--- config.mk ---
export PLATFORM = sky130hd
export DESIGN_NAME = fir_decim_quant_flat
export DESIGN_NICKNAME = d
export VERILOG_FILES = /design/src/rtl/fir_decim_pkg.sv /design/src/rtl/fir_decim_quant_if.sv /design/src/rtl/fir_sync_fifo.sv /design/src/rtl/fir_decim_quant.sv /design/src/flat_wrapper.sv
export SDC_FILE = /design/constraint.sdc
export NUM_CORES = 1
export LEC_CHECK = 0
export ABC_AREA = 1
export BUFFER_PORTS_ARGS = -buffer_cell sky130_fd_sc_hd__buf_2
export CAP_MARGIN = 20
export CELL_PAD_IN_SITES_DETAIL_PLACEMENT = 1
export CELL_PAD_IN_SITES_GLOBAL_PLACEMENT = 2
export CORE_MARGIN = 4
export CORE_UTILIZATION = 36
export DETAILED_ROUTE_END_ITERATION = 7
export HOLD_SLACK_MARGIN = 0.15
export PLACE_DENSITY = 0.9
export SLEW_MARGIN = 20
export SYNTH_ARGS = -nofsm -noshare
export SYNTH_HDL_FRONTEND = slang
export SYNTH_HIERARCHICAL = 1
export SYNTH_SLANG_ARGS = --single-unit
--- constraint.sdc ---
create_clock -name clk -period 2.7 [get_ports clk]
set_input_delay 0.27 -clock clk [delete_from_list [all_inputs] [get_ports clk]]
set_output_delay 0.27 -clock clk [all_outputs]
set_load 0.01 [all_outputs]
--- src/rtl/fir_decim_pkg.sv ---
`default_nettype none
// ============================================================================
// Module  : fir_decim_pkg
// Brief   : Shared constants, result types and requantiser for fir_decim_quant
// Revision: 1.0
// ============================================================================
package fir_decim_pkg;

    // Generic accumulator width; comfortably wider than any legal intermediate
    localparam int c_ACC_W = 64;
    localparam logic signed [c_ACC_W-1:0] c_ONE = 64'sd1;

    localparam int c_DEF_IN_INTE_WL  = 4;
    localparam int c_DEF_IN_FRAC_WL  = 12;
    localparam int c_DEF_OUT_INTE_WL = 2;
    localparam int c_DEF_OUT_FRAC_WL = 8;
    localparam int c_DEF_OUT_W       = c_DEF_OUT_INTE_WL + c_DEF_OUT_FRAC_WL;

    function automatic int calc_shift(input int in_frac, input int out_frac);
        return in_frac - out_frac;
    endfunction

    function automatic int calc_mid_w(input int in_inte, input int in_frac, input int out_frac);
        int s;
        s = in_frac - out_frac;
        return in_inte + in_frac + ((s < 0) ? -s : 0) + 1;
    endfunction

    localparam int c_DEF_SHIFT = calc_shift(c_DEF_IN_FRAC_WL, c_DEF_OUT_FRAC_WL);
    localparam int c_DEF_MID_W = calc_mid_w(c_DEF_IN_INTE_WL, c_DEF_IN_FRAC_WL, c_DEF_OUT_FRAC_WL);

    typedef logic signed [c_DEF_OUT_W-1:0] sample_t;

    typedef struct packed {
        logic signed [c_ACC_W-1:0] value;
        logic                      sat;
    } requant_t;

    // Round half toward +inf, rescale by 'shift', then clamp to an out_w-bit signed range
    function automatic requant_t requant_sat(input logic signed [c_ACC_W-1:0] x,
                                             input int shift,
                                             input int out_w);
        requant_t r;
        logic signed [c_ACC_W-1:0] v;
        logic signed [c_ACC_W-1:0] hi;
        logic signed [c_ACC_W-1:0] lo;
        if (shift > 0) begin
            v = (x + (c_ONE <<< (shift - 1))) >>> shift;
        end else begin
            v = x <<< (-shift);
        end
        hi = (c_ONE <<< (out_w - 1)) - c_ONE;
        lo = -hi - c_ONE;
        r.sat = 1'b0;
        r.value = v;
        if (v > hi) begin
            r.sat   = 1'b1;
            r.value = hi;
        end else if (v < lo) begin
            r.sat   = 1'b1;
            r.value = lo;
        end
        return r;
    endfunction

endpackage
`default_nettype wire

--- src/rtl/fir_decim_quant_if.sv ---
`default_nettype none
// ============================================================================
// Module  : fir_decim_quant_if
// Brief   : FIR sample input and valid/ready output bundle of fir_decim_quant
// Revision: 1.0
// ============================================================================
interface fir_decim_quant_if #(
    parameter int IN_INTE_WL  = 4,
    parameter int IN_FRAC_WL  = 12,
    parameter int OUT_INTE_WL = 2,
    parameter int OUT_FRAC_WL = 8
);
    logic signed [IN_INTE_WL-1:-IN_FRAC_WL]   data_in;
    logic                                     in_valid;
    logic signed [OUT_INTE_WL-1:-OUT_FRAC_WL] data_out;
    logic                                     out_valid;
    logic                                     out_ready;
    logic                                     drop_flag;

    modport slave (
        input  data_in,
        input  in_valid,
        input  out_ready,
        output data_out,
        output out_valid,
        output drop_flag
    );

    modport master (
        output data_in,
        output in_valid,
        output out_ready,
        input  data_out,
        input  out_valid,
        input  drop_flag
    );
endinterface
`default_nettype wire

--- src/rtl/fir_sync_fifo.sv ---
`default_nettype none
// ============================================================================
// Module  : fir_sync_fifo
// Brief   : First-word fall-through synchronous FIFO, power-of-two depth
// Revision: 1.0
// ============================================================================
module fir_sync_fifo #(
    parameter int WIDTH = 10,
    parameter int DEPTH = 4
) (
    input  logic             clk,
    input  logic             rst,
    input  logic             push,
    input  logic [WIDTH-1:0] wdata,
    input  logic             pop,
    output logic [WIDTH-1:0] rdata,
    output logic             full,
    output logic             empty
);
    localparam int c_AW = (DEPTH > 1) ? $clog2(DEPTH) : 1;
    localparam logic [c_AW:0] c_FULL = (c_AW + 1)'(DEPTH);

    logic [WIDTH-1:0] mem_q [DEPTH];
    logic [c_AW-1:0]  wr_ptr_q, wr_ptr_d;
    logic [c_AW-1:0]  rd_ptr_q, rd_ptr_d;
    logic [c_AW:0]    count_q, count_d;
    logic             w_wr_en;
    logic             w_rd_en;

    always_comb begin
        w_rd_en  = pop && !empty;
        // A full FIFO still accepts a write when the head leaves in the same cycle
        w_wr_en  = push && (!full || w_rd_en);
        wr_ptr_d = w_wr_en ? wr_ptr_q + c_AW'(1) : wr_ptr_q;
        rd_ptr_d = w_rd_en ? rd_ptr_q + c_AW'(1) : rd_ptr_q;
        count_d  = count_q;
        case ({w_wr_en, w_rd_en})
            2'b10:   count_d = count_q + (c_AW + 1)'(1);
            2'b01:   count_d = count_q - (c_AW + 1)'(1);
            default: count_d = count_q;
        endcase
    end

    always_ff @(posedge clk) begin
        if (rst) begin
            wr_ptr_q <= '0;
            rd_ptr_q <= '0;
            count_q  <= '0;
        end else begin
            wr_ptr_q <= wr_ptr_d;
            rd_ptr_q <= rd_ptr_d;
            count_q  <= count_d;
        end
    end

    always_ff @(posedge clk) begin
        if (w_wr_en) begin
            mem_q[wr_ptr_q] <= wdata;
        end
    end

    assign rdata = mem_q[rd_ptr_q];
    assign full  = (count_q == c_FULL);
    assign empty = (count_q == '0);

endmodule
`default_nettype wire

--- src/rtl/fir_decim_quant.sv ---
`default_nettype none
// ============================================================================
// Module  : fir_decim_quant
// Brief   : Decimate FIR output, requantise with rounding/saturation, buffer
//           in a valid/ready FIFO. Optional macro FIR_DECIM_SAT_CNT_EN adds
//           a saturating 16-bit sat_cnt output.
// Revision: 1.0
// ============================================================================
module fir_decim_quant
    import fir_decim_pkg::*;
#(
    parameter int IN_INTE_WL  = 4,
    parameter int IN_FRAC_WL  = 12,
    parameter int OUT_INTE_WL = 2,
    parameter int OUT_FRAC_WL = 8,
    parameter int DECIM       = 2,
    parameter int FIFO_DEPTH  = 4
) (
    input  logic clk,
    input  logic rst,
    fir_decim_quant_if.slave bus
`ifdef FIR_DECIM_SAT_CNT_EN
    ,
    output logic [15:0] sat_cnt
`endif
);
    localparam int         c_SHIFT   = calc_shift(IN_FRAC_WL, OUT_FRAC_WL);
    localparam int         c_OUT_W   = OUT_INTE_WL + OUT_FRAC_WL;
    localparam logic [3:0] c_PH_LAST = 4'(DECIM - 1);

    logic [3:0]                phase_q, phase_d;
    logic                      q_valid_q, q_valid_d;
    logic [c_OUT_W-1:0]        q_data_q, q_data_d;
    logic                      drop_q, drop_d;
    logic                      w_keep;
    logic signed [c_ACC_W-1:0] w_ext;
    requant_t                  w_rq;
    logic                      w_pop;
    logic                      w_full;
    logic                      w_empty;
    logic [c_OUT_W-1:0]        w_rdata;
    logic                      w_unused_bits;

    always_comb begin
        w_keep = bus.in_valid && (phase_q == 4'd0);
        w_ext  = c_ACC_W'(bus.data_in);
        w_rq   = requant_sat(w_ext, c_SHIFT, c_OUT_W);

        phase_d = phase_q;
        if (bus.in_valid) begin
            phase_d = (phase_q == c_PH_LAST) ? 4'd0 : phase_q + 4'd1;
        end

        q_valid_d = w_keep;
        q_data_d  = w_keep ? w_rq.value[c_OUT_W-1:0] : q_data_q;

        w_pop  = !w_empty && bus.out_ready;
        // Sticky: a stage-Q push that a full, non-draining FIFO cannot take
        drop_d = drop_q | (q_valid_q && w_full && !w_pop);
    end

    always_ff @(posedge clk) begin
        if (rst) begin
            phase_q   <= 4'd0;
            q_valid_q <= 1'b0;
            q_data_q  <= '0;
            drop_q    <= 1'b0;
        end else begin
            phase_q   <= phase_d;
            q_valid_q <= q_valid_d;
            q_data_q  <= q_data_d;
            drop_q    <= drop_d;
        end
    end

    fir_sync_fifo #(
        .WIDTH (c_OUT_W),
        .DEPTH (FIFO_DEPTH)
    ) u_fifo (
        .clk   (clk),
        .rst   (rst),
        .push  (q_valid_q),
        .wdata (q_data_q),
        .pop   (w_pop),
        .rdata (w_rdata),
        .full  (w_full),
        .empty (w_empty)
    );

    assign bus.out_valid = !w_empty;
    assign bus.data_out  = w_empty ? '0 : w_rdata;
    assign bus.drop_flag = drop_q;

`ifdef FIR_DECIM_SAT_CNT_EN
    logic [15:0] sat_cnt_q, sat_cnt_d;

    always_comb begin
        sat_cnt_d = sat_cnt_q;
        if (w_keep && w_rq.sat && (sat_cnt_q != 16'hFFFF)) begin
            sat_cnt_d = sat_cnt_q + 16'd1;
        end
    end

    always_ff @(posedge clk) begin
        if (rst) begin
            sat_cnt_q <= 16'd0;
        end else begin
            sat_cnt_q <= sat_cnt_d;
        end
    end

    assign sat_cnt       = sat_cnt_q;
    assign w_unused_bits = ^w_rq.value[c_ACC_W-1:c_OUT_W];
`else
    assign w_unused_bits = ^{w_rq.sat, w_rq.value[c_ACC_W-1:c_OUT_W]};
`endif

endmodule
`default_nettype wire

--- src/flat_wrapper.sv ---
// flat-port wrapper written by rule: the top's interface ports become plain ports
module fir_decim_quant_flat import fir_decim_pkg::*;
#(
    parameter int IN_INTE_WL  = 4,
    parameter int IN_FRAC_WL  = 12,
    parameter int OUT_INTE_WL = 2,
    parameter int OUT_FRAC_WL = 8,
    parameter int DECIM       = 2,
    parameter int FIFO_DEPTH  = 4
)
  (clk, rst, bus_data_in, bus_in_valid, bus_out_ready, bus_data_out, bus_out_valid, bus_drop_flag);
  fir_decim_quant_if #(.IN_INTE_WL(IN_INTE_WL), .IN_FRAC_WL(IN_FRAC_WL), .OUT_INTE_WL(OUT_INTE_WL), .OUT_FRAC_WL(OUT_FRAC_WL)) bus_i ();
  input  logic clk;
  input  logic rst;
  input wire logic [$bits(bus_i.data_in)-1:0] bus_data_in;
  input wire logic [$bits(bus_i.in_valid)-1:0] bus_in_valid;
  input wire logic [$bits(bus_i.out_ready)-1:0] bus_out_ready;
  output wire logic [$bits(bus_i.data_out)-1:0] bus_data_out;
  output wire logic [$bits(bus_i.out_valid)-1:0] bus_out_valid;
  output wire logic [$bits(bus_i.drop_flag)-1:0] bus_drop_flag;
  assign bus_i.data_in = bus_data_in;
  assign bus_i.in_valid = bus_in_valid;
  assign bus_i.out_ready = bus_out_ready;
  assign bus_data_out = bus_i.data_out;
  assign bus_out_valid = bus_i.out_valid;
  assign bus_drop_flag = bus_i.drop_flag;
  fir_decim_quant #(.IN_INTE_WL(IN_INTE_WL), .IN_FRAC_WL(IN_FRAC_WL), .OUT_INTE_WL(OUT_INTE_WL), .OUT_FRAC_WL(OUT_FRAC_WL), .DECIM(DECIM), .FIFO_DEPTH(FIFO_DEPTH)) u_core (.clk(clk), .rst(rst), .bus(bus_i));
endmodule
==> results by group, run 1 <==
Route
  – Iteration-0 DRC Markers: 74
  – Final WL: 6.415 mm
  – WL/cell: 13.59 µm
  – Routed Antenna Nets: 0
  – 1st-pass router iterations: 4
  – Vias post-DR: 2281
  – Vias per cell: 4.833
  – Residual DRC: 0

Critical path
  – Crit path kind: reg2reg
  – End point of the critical path: u_core/u_fifo/count_q[2]
  – Most Frequent Cell on Critical Path: inv_1
  – Worst-path maximum fanout: 12
  – Crit-path cells: inv_1 > nand2_2 > inv_1 > nor2_1 > buf_4 > nand3_1 > fa_1 > inv_1 > nand4_1 > a21oi_1 > nor2_1
  – Worst R2R Setup Slack: 0.34 ns
  – Critical R2R Launch: u_core/u_fifo/count_q[2]
  – CP startpoint kind: register
  – Critical path arrival: 2.58 ns
  – CP endpoint kind: register
  – Largest stage delay, worst path: 0.45 ns
  – R2r endpoint: u_core/u_fifo/count_q[2]
  – Worst r2r path cells: 11
  – Crit path required time: 2.92 ns
  – Critical Path Start: u_core/u_fifo/count_q[2]
  – Critical path's slowest cell: fa_1

STA
  – Fmax: 423.7 MHz
  – Setup violators final: 0
  – Rel. slew slack: 32.25%
  – Period utilisation layout: 87.42%
  – Clock skew: 0.008047 ns
  – RSZ-0062 raised after global routing: false
  – Setup TNS: 0 ns
  – Final Critical Period: 2.360 ns
  – Final Slew Violations: 0
  – Least-Margin Pin Slew: 1.013 ns
  – Endpoints failing hold: 0

CTS
  – Skew-Pair Late Insertion Delay: 0.32 ns
  – Reg clk slew, reported paths: 0.07 ns
  – Postcts setup bufs: 0
  – Root buf cell: clkbuf_8
  – Clock buffer count from CTS: 9
  – Clock tree from TritonCTS: built
  – CTS-repair resized insts: 0
  – Clock sinks: 65
  – Longest Clk Path Bufs: 2
  – Hold_buf cts: 0
  – Htree depth: 3

Floorplanning
  – Die width: 99.45 µm
  – IO Pins: 32
  – Core Area: 0.008175 mm²
  – Row cnt: 33
  – Initial Util: 36.82%
  – Die area: 0.009889 mm²
  – Die Ht: 99.45 µm

Final layout
  – Sequential cell area: 0.001702 mm²
  – Layout cells sized above 1: 17.44%
  – Area grow syn2layout: 15.67%
  – Multi-input logic area: 0.001117 mm²
  – Fill cells: 981
  – Design Area, Final: 0.003482 mm²
  – Final Net Count: 388
  – ANT cells: 0

Yosys
  – Netlist cell types: 27
  – Gate Count Post-Synth: 328
  – Cell Area, Synth: 0.003010 mm²
  – Synth area leader: edfxtp_1
  – Top cells by area, synth: edfxtp_1 (40%), dfxtp_1 (17%), nor2_1 (6.5%), o21ai_0 (6.0%), nand2_1 (5.5%)
  – Count of state elements after synthesis: 65
  – Yosys top cell area share: 39.90%
  – Yosys warns: 6
  – Synthesized Nets: 354
  – Register area share after synthesis: 56.53%
  – Mapped Avg Cell Area: 9.178 µm²

Worst hold path
  – Min-Delay Path Class: in2reg

GRT
  – Grt ovf: 0
  – Initial antenna violation count: 0
  – First-pass GRT wire length: 11.03 mm
  – GRT Total Usage: 14.09%
  – Largest net degree at the start of global routing: 22
  – Vias in the first global route: 2299

Placement
  – Buffers on Ports: 28
  – Cell Area, Placed: 0.003274 mm²
  – Detail Placement HPWL: 4.730 mm
  – Gp weighted congestion: 0.7527

Outcome
  – Status: finished clean

Pwr
  – Peak supply drop: 0.2186 mV
  – Power density of the placed cells: 642.5 mW/mm²
  – Leakage: 1.434 nW

Job
  – Max Cap Viol: 0
[kinds of logic after synthesis]
group           count (synthesis)  synth area share [%]
xor+xnor                        7                 2.037
fa+ha+maj                       6                 2.743
flops                          65                 56.53
buf+inv                        51                 6.359
compound gates                 72                 13.47
simple gates                  127                 18.87
[critical path, delay by kind of cell, from the launching register on]
family | cells | cell delay (ns)
flops | 1 | 0.34
simple gates | 5 | 0.75
compound gates | 1 | 0.16
fa+ha+maj | 1 | 0.45
buf+inv | 4 | 0.53
[worst min path at each step]
stage	start	slack, ns	to	cells past startpoint
2_1_floorplan	rst	0.34	u_core/q_data_q[9]	1
3_3_place_gp	u_core/phase_q[3]	0.45	u_core/phase_q[3]	1
3_5_place_dp	u_core/phase_q[3]	0.45	u_core/phase_q[3]	1
4_1_cts	rst	0.17	u_core/u_fifo/count_q[0]	2
5_1_grt	rst	0.18	u_core/bus.drop_flag	2
6_report	rst	0.18	u_core/u_fifo/count_q[0]	2
[cells in the final DEF (no fill, tap or decap), drive strengths merged]
master  count
a21boi      1
clkinv      1
o22ai      10
xnor2       3
fa          1
nand3      13
buf        31
o21ai      39
bufinv      1
inv        43
xor2        4
nand4       6
dfxtp      25
edfxtp     40
ha          5
nor2       57
a21oi      22
clkbuf     14
and3        1
nand2      50
[area by class of cell]
class                      instances  share of cell area [%]
timing repair buffer              31                   4.671
clock inverter                     2                   1.006
inverter                          43                   4.635
sequential                        65                   48.87
clock buffer                      14                   4.959
multi-input combinational        212                   32.09
tap                              105                   3.773
[stage by stage]
stage | total power, mW | utilization [%] | instances | setup WS (ns) | hold WS [ns]
6_report | 2.237 | 42.59 | 472 | 0.3396 | 0.1820
5_1_grt | 2.357 | 42.59 | 472 | 0.08779 | 0.1829
4_1_cts | 2.267 | 42.59 | 472 | 0.3024 | 0.1675
3_5_place_dp | 1.418 | 40.05 | 456 | 0.2987 | 0.4524
3_3_place_gp | 1.403 | 40.05 | 456 | 0.4637 | 0.4457
2_1_floorplan | 1.316 | - | 328 | 0.7704 | 0.3391
[layer usage]
metal  GRT usage, %  vias up  share of wire [%]
met5              0        -                  0
met4          5.777        0                2.0
met3          3.086        9                3.6
met2          22.62       43                 48
met1          18.49     1068                 46
li1               -     1161                  -
[power breakdown]
part           internal (mW)  switching (mW)  leakage, nW
registers               1.10          0.0314        0.575
logic                 0.0912           0.170        0.752
clock network          0.502           0.343        0.107
[synthesized netlist by cell type, drive strengths merged]
library cell / number
ha: 5
dfxtp: 25
nand3: 13
fa: 1
o22ai: 10
a21boi: 1
edfxtp: 40
nand4: 6
clkbuf: 8
and3: 1
inv: 43
xnor2: 3
a21oi: 22
nor2: 57
xor2: 4
nand2: 50
o21ai: 39
[registers in the layout (all words and copies together), names as in the netlist, named ones only]
signal                  count
u_core/u_fifo/count_q       3
u_core/phase_q              4
u_core/bus.drop_flag        1
u_core/u_fifo/mem_q        40
u_core/q_data_q            10
u_core/u_fifo/wr_ptr_q      2
u_core/q_valid_q            1
u_core/u_fifo/rd_ptr_q      2
(Power assumes the default switching activity.)
==> run 2: changes to the inputs <==
--- a/config.mk
+++ b/config.mk
@@ -13,6 +13,6 @@
 export CORE_MARGIN = 4
-export CORE_UTILIZATION = 36
+export CORE_UTILIZATION = 33
 export DETAILED_ROUTE_END_ITERATION = 7
 export HOLD_SLACK_MARGIN = 0.15
-export PLACE_DENSITY = 0.9
+export PLACE_DENSITY = 0.88
 export SLEW_MARGIN = 20
@@ -22 +22,2 @@
 export SYNTH_SLANG_ARGS = --single-unit
+export TNS_END_PERCENT = 1
==> constraint.sdc (replaced) <==
create_clock -name clk -period 2.1 [get_ports clk]
set_input_delay 0.21 -clock clk [delete_from_list [all_inputs] [get_ports clk]]
set_output_delay 0.21 -clock clk [all_outputs]
set_load 0.1 [all_outputs]
==> run 2 against run 1 <==
Largest cell class unchanged. Highest routed layer unchanged. Die area is 8.3% higher. Count of clock-buffer cells in the layout is 5 lower. Sequential share of layout area fell by 2.8 points. Largest power group unchanged. Combinational power rose to 2.6 times the previous value. Sequential cell count unchanged. Global-route usage shrank 2.0 points. Clock power is 10% higher. Utilization fell by 0.69 points. Setup slack worse by 0.18 ns. First-iteration DRC count grew 6.8%. Clock skew is 0.00056 ns higher. Total power rose by 37%.
==> results by group, run 2 (synthesis gave the netlist of run 1 again) <==
Placement
  – Placed insts: 465 (+2.0%)
  – Pre-CTS setup slack: 0.006558 ns (-0.2922 ns)
  – Cell Area, Placed: 0.003476 mm² (+6.2%)
  – Gp weighted congestion: 0.7797 (+3.6%)
  – Buffers on Ports: 28 (unchanged)
  – Detail Placement HPWL: 4.733 mm (about the same)

Route
  – WL/cell: 12.96 µm (-4.7%)
  – Final WL: 6.259 mm (-2.4%)
  – Residual DRC: 0 (unchanged)
  – Routed Antenna Nets: 0 (unchanged)
  – Iteration-0 DRC Markers: 79 (+6.8%)
  – 1st-pass router iterations: 4 (unchanged)
  – Vias post-DR: 2274 (-0.31%)
  – Vias per cell: 4.708 (-2.6%)

STA
  – Rel. slew slack: 59.70% (+27 points)
  – RSZ-0062 raised after global routing: false
  – Period utilisation layout: 92.49%
  – Setup violators final: 0 (unchanged)
  – Endpoints failing hold: 0 (unchanged)
  – Final Slew Violations: 0 (unchanged)
  – Hold_ws: 0.2239 ns (+0.04184 ns)
  – Slack of the critical path: 0.1578 ns (-0.1819 ns)
  – Setup TNS: 0 ns (unchanged)
  – Fmax: 514.9 MHz
  – Final Critical Period: 1.942 ns
  – Clock skew: 0.008610 ns (+0.0005628 ns)
  – Least-Margin Pin Slew: 0.6038 ns (-0.4087 ns)

GRT
  – First-pass GRT wire length: 10.56 mm (-4.2%)
  – GRT Total Usage: 12.09% (-2.0 points)
  – Initial antenna violation count: 0 (unchanged)
  – Met3 Use GR: 1.803% (-1.3 points)
  – Most used routing layer in global routing: met2
  – Largest net degree at the start of global routing: 14 (-36%)
  – Vias in the first global route: 2264 (-1.5%)
  – GR Util met2: 21.36% (-1.3 points)
  – Met1 global-route usage: 14.44% (-4.0 points)
  – Grt ovf: 0 (unchanged)

Floorplanning
  – Row cnt: 34 (+3.0%)
  – IO Pins: 32 (unchanged)
  – Initial Util: 34.19% (-2.6 points)
  – Core Area: 0.008806 mm² (+7.7%)
  – Die width: 103.5 µm (+4.1%)
  – Die Ht: 103.5 µm (+4.1%)
  – Die area: 0.01071 mm² (+8.3%)

Final layout
  – Multi-input logic area: 0.001137 mm² (+1.8%)
  – Sequential cell area: 0.001702 mm² (unchanged)
  – Fill cells: 1010 (+3.0%)
  – Layout cells sized above 1: 21.07% (+3.6 points)
  – Leading cell types in the layout, fill and taps excluded: nor2_1 (46), nand2_1 (44), inv_1 (41)
  – ANT cells: 0 (unchanged)
  – Largest reg by FF count: u_core/u_fifo/mem_q
  – Final Net Count: 396 (+2.1%)
  – Finished Layout Cells: 483 (+2.3%)
  – Leading cell type in the layout, fill and taps excluded: nor2_1
  – Area grow syn2layout: 22.57%
  – Max FFs per register: 40 (unchanged)
  – Design Area, Final: 0.003690 mm² (+6.0%)
  – Top flop regs: u_core/u_fifo/mem_q: 40 flops, u_core/q_data_q: 10 flops, u_core/phase_q: 4 flops

Critical path
  – CP startpoint kind: register
  – Critical path arrival: 1.73 ns (-0.85 ns)
  – Worst-path maximum fanout: 11 (-1)
  – Crit path kind: reg2out
  – Crit path buffers/inverters: 3 (-1)
  – Critical path's slowest cell: dfxtp_1
  – CP delay by family, top: buffers and inverters
  – Crit path required time: 1.89 ns (-1.03 ns)
  – CP endpoint kind: output pin
  – Largest stage delay, worst path: 0.44 ns (about the same)
  – Crit-path cells: inv_2 > o21ai_0 > o22ai_1 > inv_1 > nor2_1 > buf_12

Pwr
  – Power density of the placed cells: 829.9 mW/mm² (+29%)
  – Peak supply drop: 0.2742 mV (+25%)
  – Leakage: 1.482 nW (+3.3%)

CTS
  – Clock tree from TritonCTS: built
  – Clock sinks: 65 (unchanged)
  – Postcts setup bufs: 0 (unchanged)
  – Longest Clk Path Bufs: 2 (unchanged)
  – Reg clk slew, reported paths: 0.08 ns (about the same)
  – Clock buffer count from CTS: 9 (unchanged)
  – Root buf cell: clkbuf_8
  – Htree depth: 3 (unchanged)
  – Skew-Pair Late Insertion Delay: 0.34 ns (+0.02 ns)

Outcome
  – Status: finished clean

Worst hold path
  – Min-Delay Path Class: in2reg

Job
  – Max Cap Viol: 0 (unchanged)
==> run 2: area by class of cell <==
cell class,count,area share (%)
flip-flops and latches,65,46.12
well taps,108,3.662
clock inverters,7,1.424
inverters,43,4.374
multi-input cells,212,30.82
repair buffers,39,10.24
clock buffers,9,3.357
==> run 2: worst paths after layout <==
| check | from | end | slack, ns | depth (start not counted) |
|---|---|---|---|---|
| worst max-delay path | register | bus_data_out[5] | 0.16 | 6 |
| worst min-delay path | bus_data_in[5] | u_core/q_data_q[1] | 0.22 | 4 |
| worst max register to register | u_core/u_fifo/count_q[1] | u_core/u_fifo/count_q[2] | 0.19 | 11 |
| worst min register to register | u_core/u_fifo/rd_ptr_q[1] | register | 0.47 | 2 |
==> run 2: where the power goes <==
part	internal, mW	switching [mW]	leakage, nW
clock	0.435	0.494	0.0866
combinational	0.222	0.459	0.820
sequential	1.41	0.0394	0.575
total	2.07	0.992	1.48
==> run 2: per-stage QoR <==
step | total power, mW | util (%)
after global placement | 2.144 | 39.47
after CTS | 3.092 | 41.73
after global routing | 3.211 | 41.90
final | 3.062 | 41.90
after floorplan | 1.912 | -
after detailed placement | 2.161 | 39.47
==> run 2: routing by layer <==
| metal | vias to the layer above | part of all wire, % |
|---|---|---|
| li1 | 1179 | - |
| met1 | 1042 | 46 |
| met2 | 39 | 48 |
| met3 | 14 | 3.6 |
| met4 | 0 | 2.2 |
| met5 | - | 0 |
==> run 2: worst register-to-register path, cell delays in order (launching register included) <==
cell and delay (ns):
dfxtp_1 0.37, nor2_2 0.07, nand2_2 0.06, inv_1 0.07, nor2_4 0.15, buf_4 0.15
nand3_1 0.15, fa_1 0.42, inv_1 0.07, nand4_1 0.11, a21oi_1 0.15, nor2_1 0.05
==> run 2: repair_timing <==
item / in CTS / in global routing
endpoints found under the hold margin: 5 / 0
hold buffers: 2 / 0
gates cloned: 0 / 0
endpoints found under the setup margin: 11 / 32
gates resized for setup: 2 / 5
pin swaps: 0 / 0
==> run 3: changes to the inputs <==
Settings changed: CORE_UTILIZATION 33 to 39, PLACE_DENSITY 0.88 to 0.95.
Clock period 2.1 ns to 2.4 ns, I/O delays scaled along.
==> run 3 against run 2 <==
Design area is 5.6% lower. Count of clock-buffer cells in the layout is 4 higher. Utilization is 5.3 points higher. Clock power is 3.9% lower. Worst hold slack worse by 0.0069 ns. Via count is 0.57% higher. Combinational power is 28% lower. Sequential share of layout area is 2.8 points higher. Global-route usage is 4.0 points higher. First-iteration DRC count is 14% lower. Total power is 13% lower. Clock skew is 0.0017 ns higher. Largest power group unchanged. Highest routed layer unchanged.
==> results by group, run 3 (synthesis gave the netlist of run 1 again) <==
Outcome
  – Status: finished clean

Critical path
  – CP endpoint kind: output pin
  – End point of the critical path: bus_data_out[3]
  – Crit path kind: reg2out
  – Worst r2r path cells: 7 (-4)
  – Worst-path maximum fanout: 11 (unchanged)
  – CP startpoint kind: register
  – Critical path arrival: 1.91 ns (+0.18 ns)
  – Crit path required time: 2.16 ns (+0.27 ns)
  – R2r endpoint: u_core/u_fifo/mem_q[1][3]
  – Critical R2R Launch: u_core/u_fifo/count_q[1]
  – Worst R2R Setup Slack: 0.25 ns (+0.06 ns)

CTS
  – Longest Clk Path Bufs: 2 (unchanged)
  – Clock tree from TritonCTS: built
  – Clock buffer count from CTS: 9 (unchanged)
  – Skew-Pair Late Insertion Delay: 0.34 ns (about the same)
  – Htree depth: 3 (unchanged)
  – Clock sinks: 65 (unchanged)
  – Reg clk slew, reported paths: 0.06 ns (-0.02 ns)
  – Postcts setup bufs: 0 (unchanged)
  – Root buf cell: clkbuf_8

Worst hold path
  – Min-Delay Path Class: in2reg

Route
  – Vias per cell: 4.876 (+3.6%)
  – Routed Antenna Nets: 0 (unchanged)
  – Vias post-DR: 2287 (+0.57%)
  – WL/cell: 14.25 µm (+10%)
  – Final WL: 6.685 mm (+6.8%)
  – Iteration-0 DRC Markers: 68 (-14%)
  – Residual DRC: 0 (unchanged)
  – 1st-pass router iterations: 4 (unchanged)

Final layout
  – Layout cells sized above 1: 17.84% (-3.2 points)
  – Final Net Count: 391 (-1.3%)
  – ANT cells: 0 (unchanged)
  – Largest reg by FF count: u_core/u_fifo/mem_q
  – Max FFs per register: 40 (unchanged)
  – Finished Layout Cells: 469 (-2.9%)
  – Leading cell types in the layout, fill and taps excluded: nor2_1 (52), nand2_1 (44), inv_1 (42)
  – Leading cell type in the layout, fill and taps excluded: nor2_1
  – Top flop regs: u_core/u_fifo/mem_q: 40 flops, u_core/q_data_q: 10 flops, u_core/phase_q: 4 flops
  – Area grow syn2layout: 15.67%

STA
  – Setup TNS: 0 ns (unchanged)
  – Period utilisation layout: 89.65%
  – Fmax: 464.8 MHz
  – Endpoints failing hold: 0 (unchanged)
  – RSZ-0062 raised after global routing: false
  – Slack of the critical path: 0.2484 ns (+0.09061 ns)
  – Final Slew Violations: 0 (unchanged)
  – Clock skew: 0.01032 ns (+0.001708 ns)
  – Final Critical Period: 2.152 ns
  – Least-Margin Pin Slew: 1.044 ns (+0.4400 ns)
  – Rel. slew slack: 30.15% (-30 points)
  – Setup violators final: 0 (unchanged)

Placement
  – Pre-CTS setup slack: 0.2715 ns (+0.2649 ns)
  – Detail Placement HPWL: 4.663 mm (-1.5%)
  – Placed insts: 452 (-2.8%)
  – Buffers on Ports: 28 (unchanged)
  – Gp weighted congestion: 0.7837 (+0.51%)

GRT
  – Vias in the first global route: 2276 (+0.53%)
  – Grt ovf: 0 (unchanged)
  – Largest net degree at the start of global routing: 21 (+7)
  – GRT Total Usage: 16.05% (+4.0 points)
  – First-pass GRT wire length: 11.01 mm (+4.3%)
  – Initial antenna violation count: 0 (unchanged)

Pwr
  – Peak supply drop: 0.2504 mV (-8.7%)
  – Power density of the placed cells: 764.0 mW/mm² (-7.9%)
  – Tot Pwr: 2.660 mW (-13%)
  – Leakage: 1.438 nW (-3.0%)

Floorplanning
  – Core Area: 0.007370 mm² (-16%)
  – Initial Util: 40.85% (+6.7 points)
  – Row cnt: 31 (-8.8%)
  – IO Pins: 32 (unchanged)
  – Die area: 0.009188 mm² (-14%)
  – Die Ht: 95.86 µm (-7.4%)
  – Die width: 95.86 µm (-7.4%)

Job
  – Max Cap Viol: 0 (unchanged)
==> run 3: cell types whose count changed in the layout (fill, tap and decap cells not counted), moves of 2 or more <==
cell / previous run / this run
nor2_2: 8 / 3
buf_2: 18 / 28
nor2_1: 46 / 52
inv_6: 2 / 0
buf_4: 9 / 5
clkinvlp_4: 2 / 0
buf_12: 10 / 0
clkbuf_1: 0 / 3
==> run 3: worst min path at each step <==
| stage | cells after the start | slack, ns | from | endpoint |
|---|---|---|---|---|
| 3_3_place_gp | 1 | 0.44 | u_core/phase_q[3] | u_core/phase_q[3] |
| 5_1_grt | 3 | 0.23 | bus_in_valid | u_core/phase_q[0] |
| 3_5_place_dp | 1 | 0.46 | u_core/phase_q[3] | u_core/phase_q[3] |
| 4_1_cts | 3 | 0.20 | bus_in_valid | u_core/phase_q[0] |
| 6_report | 3 | 0.22 | bus_in_valid | u_core/phase_q[0] |
| 2_1_floorplan | 1 | 0.31 | rst | u_core/q_data_q[9] |
==> run 3: critical path, stage by stage (launching register included) <==
cell,delay [ns]
dfxtp_1,0.43
inv_1,0.28
o21ai_0,0.14
o22ai_1,0.16
inv_1,0.06
nor2_1,0.08
buf_2,0.43
==> run 3: stage by stage <==
step | instance area [µm²] | utilization (%) | hold slack (ns)
4_1_cts | 3481 | 47.23 | 0.1990
2_1_floorplan | 3010 | - | 0.3091
3_3_place_gp | 3282 | 44.53 | 0.4370
6_report | 3482 | 47.25 | 0.2170
5_1_grt | 3482 | 47.25 | 0.2271
3_5_place_dp | 3282 | 44.53 | 0.4641
==> run 3: layer usage <==
metal | part of all wire (%) | vias to the layer above | track usage (%)
met5 | 0 | - | 0
met1 | 46 | 1080 | 19.60
met3 | 2.8 | 9 | 2.658
met4 | 2.3 | 0 | 8.175
li1 | - | 1167 | -
met2 | 49 | 31 | 27.27
==> run 3: cell type report <==
type,instances,area (µm²)
well taps,99,123.9
flip-flops and latches,65,1703
multi-input cells,212,1117
inverters,43,161.4
clock buffers,13,148.9
repair buffers,34,187.7
fillers,890,3887
clock inverters,3,40.04
==> run 3: timing repair <==
action                                  CTS  global route
hold buffers                              1             0
endpoints found under the hold margin     4             0
endpoints found under the setup margin    0             5
gates resized for setup                   0             1
==> run 3: where the power goes <==
part | switching (mW) | internal [mW] | total, mW
Clock | 0.388 | 0.506 | 0.894
Sequential | 0.0397 | 1.24 | 1.28
Combinational | 0.379 | 0.110 | 0.490
Total | 0.807 | 1.85 | 2.66
